$ cat src/rtl/load_store_unit.sv
// RV32I load/store unit: single outstanding request, byte-lane steering and load extension.
// Optional macro LSU_MISALIGN_CHECK_EN completes misaligned H/W accesses locally with o_misaligned set.
module load_store_unit #(
    parameter int unsigned XLEN = 32
) (
    input  logic              i_clk,
    input  logic              i_rst_n,
    input  logic              i_valid,
    output logic              o_ready,
    input  logic [XLEN-1:0]   i_addr,
    input  logic [XLEN-1:0]   i_wdata,
    input  logic              i_we,
    input  logic [2:0]        i_funct3,
    output logic              o_mem_valid,
    input  logic              i_mem_ready,
    output logic [XLEN-1:0]   o_mem_addr,
    output logic              o_mem_we,
    output logic [XLEN/8-1:0] o_mem_be,
    output logic [XLEN-1:0]   o_mem_wdata,
    input  logic              i_mem_rvalid,
    input  logic [XLEN-1:0]   i_mem_rdata,
    output logic              o_done,
    output logic [XLEN-1:0]   o_rdata,
    output logic              o_misaligned
);
    localparam int unsigned BE_W = XLEN / 8;

    typedef enum logic [1:0] {S_IDLE, S_REQ, S_WAIT, S_DONE} state_e;
    typedef enum logic [1:0] {SZ_B, SZ_H, SZ_W} lsu_size_e;

    state_e            state_q, state_d;
    lsu_size_e         size_q, size_d, size_c;
    logic [1:0]        off_q, off_d, off_c;
    logic              uns_q, uns_d;
    logic              ready_q, ready_d;
    logic              mem_valid_q, mem_valid_d;
    logic              mem_we_q, mem_we_d;
    logic [XLEN-1:0]   mem_addr_q, mem_addr_d;
    logic [BE_W-1:0]   mem_be_q, mem_be_d, be_c;
    logic [XLEN-1:0]   mem_wdata_q, mem_wdata_d, wdata_c;
    logic [XLEN-1:0]   rdata_q, rdata_d, lane_c, ext_c;
    logic              done_q, done_d;
    logic              mis_q, mis_d, mis_c;

    // Request decode: width, effective lane offset, byte enables, replicated store data
    always_comb begin
        size_c = SZ_W;
        if (i_funct3[1:0] == 2'b00) size_c = SZ_B;
        else if (i_funct3[1:0] == 2'b01) size_c = SZ_H;

        mis_c   = 1'b0;
        off_c   = 2'b00;
        be_c    = {BE_W{1'b1}};
        wdata_c = i_wdata;
        case (size_c)
            SZ_B: begin
                off_c   = i_addr[1:0];
                be_c    = BE_W'(4'b0001) << i_addr[1:0];
                wdata_c = {4{i_wdata[7:0]}};
            end
            SZ_H: begin
                off_c   = {i_addr[1], 1'b0};
                be_c    = BE_W'(4'b0011) << {i_addr[1], 1'b0};
                wdata_c = {2{i_wdata[15:0]}};
            end
            default: ;
        endcase
`ifdef LSU_MISALIGN_CHECK_EN
        mis_c = ((size_c == SZ_H) && i_addr[0]) ||
                ((size_c == SZ_W) && (i_addr[1:0] != 2'b00));
`endif
    end

    // Load response lane select and sign/zero extension
    always_comb begin
        lane_c = i_mem_rdata >> {off_q, 3'b000};
        ext_c  = lane_c;
        case (size_q)
            SZ_B: ext_c = uns_q ? {{(XLEN-8){1'b0}}, lane_c[7:0]}
                                : {{(XLEN-8){lane_c[7]}}, lane_c[7:0]};
            SZ_H: ext_c = uns_q ? {{(XLEN-16){1'b0}}, lane_c[15:0]}
                                : {{(XLEN-16){lane_c[15]}}, lane_c[15:0]};
            default: ;
        endcase
    end

    // Next-state and registered-output logic
    always_comb begin
        state_d     = state_q;
        size_d      = size_q;
        off_d       = off_q;
        uns_d       = uns_q;
        mem_we_d    = mem_we_q;
        mem_addr_d  = mem_addr_q;
        mem_be_d    = mem_be_q;
        mem_wdata_d = mem_wdata_q;
        rdata_d     = rdata_q;
        mis_d       = mis_q;

        case (state_q)
            S_IDLE: begin
                if (i_valid) begin
                    mis_d = mis_c;
                    if (mis_c) begin
                        state_d = S_DONE;
                    end else begin
                        state_d     = S_REQ;
                        size_d      = size_c;
                        off_d       = off_c;
                        uns_d       = i_funct3[2];
                        mem_we_d    = i_we;
                        mem_addr_d  = {i_addr[XLEN-1:2], 2'b00};
                        mem_be_d    = be_c;
                        mem_wdata_d = wdata_c;
                    end
                end
            end
            S_REQ: begin
                if (i_mem_ready) state_d = mem_we_q ? S_DONE : S_WAIT;
            end
            S_WAIT: begin
                if (i_mem_rvalid) begin
                    rdata_d = ext_c;
                    state_d = S_DONE;
                end
            end
            default: state_d = S_IDLE;
        endcase

        ready_d     = (state_d == S_IDLE);
        mem_valid_d = (state_d == S_REQ);
        done_d      = (state_d == S_DONE);
    end

    always_ff @(posedge i_clk or negedge i_rst_n) begin
        if (!i_rst_n) begin
            state_q     <= S_IDLE;
            size_q      <= SZ_W;
            off_q       <= 2'b00;
            uns_q       <= 1'b0;
            ready_q     <= 1'b1;
            mem_valid_q <= 1'b0;
            mem_we_q    <= 1'b0;
            mem_addr_q  <= '0;
            mem_be_q    <= '0;
            mem_wdata_q <= '0;
            rdata_q     <= '0;
            done_q      <= 1'b0;
            mis_q       <= 1'b0;
        end else begin
            state_q     <= state_d;
            size_q      <= size_d;
            off_q       <= off_d;
            uns_q       <= uns_d;
            ready_q     <= ready_d;
            mem_valid_q <= mem_valid_d;
            mem_we_q    <= mem_we_d;
            mem_addr_q  <= mem_addr_d;
            mem_be_q    <= mem_be_d;
            mem_wdata_q <= mem_wdata_d;
            rdata_q     <= rdata_d;
            done_q      <= done_d;
            mis_q       <= mis_d;
        end
    end

    assign o_ready      = ready_q;
    assign o_mem_valid  = mem_valid_q;
    assign o_mem_we     = mem_we_q;
    assign o_mem_addr   = mem_addr_q;
    assign o_mem_be     = mem_be_q;
    assign o_mem_wdata  = mem_wdata_q;
    assign o_done       = done_q;
    assign o_rdata      = rdata_q;
    assign o_misaligned = mis_q;

endmodule

$ cat config.mk
export PLATFORM = sky130hd
export DESIGN_NAME = load_store_unit
export DESIGN_NICKNAME = d
export VERILOG_FILES = /design/src/rtl/load_store_unit.sv
export SDC_FILE = /design/constraint.sdc
export NUM_CORES = 1
export LEC_CHECK = 0
export CORE_ASPECT_RATIO = 2
export CORE_MARGIN = 4
export CORE_UTILIZATION = 46
export DETAILED_ROUTE_END_ITERATION = 6
export PLACE_DENSITY = 0.85
export SYNTH_ARGS = -nofsm -noshare
export SYNTH_HDL_FRONTEND = slang
export SYNTH_SLANG_ARGS = --single-unit
$ cat constraint.sdc
create_clock -name i_clk -period 5.5 [get_ports i_clk]
set_clock_uncertainty 0.1 [all_clocks]
set_input_delay 1.1 -clock i_clk [delete_from_list [all_inputs] [get_ports i_clk]]
set_output_delay 1.1 -clock i_clk [all_outputs]
set_load 0.03 [all_outputs]
==> flow_summary.ini <==
[run_status]
outcome = complete, no violations

[sta]
rsz0062_at_grt = no
final_hold_viol_count = 0
slew_violations = 0
period_share_pct = 56.31
setup_tns_ns = 0
tightest_slew_ns = 1.159
layout_min_cycle_time_ns = 3.097
setup_violations = 0
fmax_mhz = 322.9
max_slew_margin_pct = 22.70

[setup_path]
start_kind = input port
crit_fanout = 35
worstSetupEndpointType = flip-flop
crit_required_ns = 5.67
path_class = input port to flip-flop
cp.arrival_ns = 3.27

[clocking]
ctsResizeCount = 0
cts_tree = done
cts.path.max_buffers = 2
postCtsSetupBuffers = 0
cts_hold_buf = 0
path_clk_slew_ns = 0.07
cts_root_buf = clkbuf_16
clk_latency_ns = 0.34
cts_made_buffers = 9
clock_sinks = 109
htreeDepth = 3

[power_and_ir_drop]
peakVddDrop_v = 0.0003538
intPower_mw = 2.548
seq_power_share_pct = 32.7
comb_power_share_pct = 51.7
p_per_area_nw_per_um2 = 605.9
switching_share_pct = 43.34
power.total_mw = 4.497
power_leakage_nw = 3.319
p_switching_mw = 1.949
p_clk_share_pct = 15.6

[detailed_routing]
vias_per_cell = 5.271
totalWireLength_um = 15420
top_layer = met4
wire_per_inst_um = 17.83
antenna_left = 0
num_vias = 4559
wl_met2_um = 8430
wl_met1_um = 5212
drc = 0
wl_met3_um = 1202
drt_iter0_markers = 257
first_pass_iters = 5

[floorplan]
core_area_sq_um = 10610
ios = 210
initial_core_util_pct = 47.26
row_count = 53
die-area_sq_um = 12740
die-height_um = 155.7
fp.dieW_um = 81.83

[grt]
grt_pass1_vias = 4659
grt_start_max_net_pins = 70
antenna_found_initial = 1
track_usage_pct = 24.65
grt_first_pass_wirelength_um = 23980
overflow = 0

[cells_and_area]
seq_area_sq_um = 2730
nets = 827
drive_above_1_share_pct = 5.227
multi_input_area_sq_um = 2086
syn2layout_area_growth_pct = 48.00
nFillCells = 839

[place]
finalWeightedCongestion = 0.9944
io_buffers = 206
hpwlAfterDp_um = 11860

[synthesis]
yosysWarnings = 0
synthCells = 536
synth_area_per_cell_sq_um = 9.356
synth-seq-cells = 109
yosysUniqueCellTypes = 37
synth_area_sq_um = 5015
ys_seq_area_share_pct = 54.44

[worst_hold_path]
min_path_type = flip-flop to flip-flop

[job]
maxCapViolCount = 0
placed cells by master (no fill, tap or decap), types with 2 or more instances in the layout:
cell / instances
clkbuf_16: 9
nor2b_1: 3
buf_4: 6
nand2_1: 159
and2_1: 8
nor3_1: 2
clkinv_4: 2
nand3_1: 17
clkdlybuf4s50_1: 205
o211ai_1: 2
bufinv_16: 2
mux2i_1: 44
dfrtp_1: 107
inv_1: 2
conb_1: 3
nor3b_2: 2
nand3b_1: 3
a221o_1: 8
dfstp_2: 2
a21oi_1: 39
mux2_2: 8
nor2_1: 49
o21ai_0: 30
power by group through the flow:
stage | Combinational (mW) | Sequential (mW) | Clock (mW)
global placement | 2.29 | 1.46 | 0
floorplan | 0.727 | 2.07 | 0
CTS | 2.34 | 1.47 | 0.718
global route | 2.49 | 1.52 | 0.757
detailed placement | 2.34 | 1.48 | 0
finish | 2.33 | 1.47 | 0.701
through the flow:
stage | instances | worst slack (ns) | cell area, sq um | hold WS (ns) | util (%)
detailed placement | 848 | 2.046 | 7092 | 0.3621 | 66.84
global placement | 848 | 2.121 | 7092 | 0.3555 | 66.84
floorplan | 538 | 2.995 | 5022 | 0.3533 | -
finish | 865 | 2.403 | 7422 | 0.3807 | 69.95
CTS | 864 | 2.401 | 7420 | 0.3838 | 69.93
global route | 865 | 2.243 | 7422 | 0.3989 | 69.95
path summary, 6_finish.rpt:
check                               startpoint  cells past startpoint        endpoint  slack (ns)
max in group asynchronous              i_rst_n                      2     o_rdata[13]        3.47
worst max-delay path              i_mem_rvalid                      4     o_rdata[28]        2.40
min in group asynchronous              i_rst_n                      1     o_rdata[31]        0.77
worst min-delay path            o_mem_addr[22]                      2  o_mem_addr[22]        0.38
worst max register to register        off_q[1]                      4     o_rdata[23]        2.76
worst min register to register  o_mem_addr[22]                      2  o_mem_addr[22]        0.38
final cells by class:
type / count / area share, %
repair buffers: 211 / 28.25
flip-flops and latches: 109 / 36.78
clock inverters: 5 / 1.146
well taps: 137 / 2.310
inverters: 2 / 0.1011
clock buffers: 11 / 3.270
multi-input cells: 389 / 28.10
diodes: 1 / 0.03372
flip-flops by register name, indices dropped and copies added (netlist names):
name / cells
o_mem_valid: 1
o_done: 1
off_q: 2
o_ready: 1
o_mem_addr: 30
size_q: 2
o_mem_wdata: 32
o_rdata: 32
o_mem_be: 4
uns_q: 1
state_q: 2
o_mem_we: 1
logic make-up (layout without fill, tap and decap cells):
| kind of cell | after synthesis | count (layout) | share of synthesized area, % |
|---|---|---|---|
| buffers and inverters | 40 | 229 | 4.216 |
| multiplexers | 53 | 53 | 11.03 |
| flip-flops | 109 | 109 | 54.44 |
| other | 1 | 4 | 0.07478 |
| AND/OR/NAND/NOR | 250 | 250 | 20.78 |
| AO/OA/AOI/OAI | 83 | 83 | 9.456 |
Yosys cell counts, drive strengths merged:
cell	n	area share, %
o2bb2ai	1	0.17
mux4	1	0.45
dfstp	2	1.0
o21ai	30	3.0
nor2b	3	0.37
nor3	2	0.20
nor3b	2	0.40
o31a	1	0.17
or2b	1	0.15
conb	1	0.075
dfrtp	107	53
inv	2	0.15
a21oi	39	3.9
clkbuf	24	2.0
o311ai	1	0.17
nand3b	4	0.67
o31ai	1	0.15
nand2b	1	0.12
mux2	8	1.8
nor2	50	3.8
nand2	159	12
a221o	8	1.6
o211ai	2	0.30
buf	14	2.0
and3	1	0.22
or2	2	0.25
and2	8	1.0
mux2i	44	8.8
nand3	17	1.7
critical path, cell delays in order:
cell             delay, ns
clkdlybuf4s50_1       0.53
nand3b_2              0.51
nor3_1                0.86
a221o_1               0.27
layer usage:
metal  up-vias  GRT usage [%]
li1       2155              -
met1      2172          26.19
met2       201          44.50
met3        31          6.301
met4         0          10.54
met5         -              0
(Power assumes the default switching activity.)
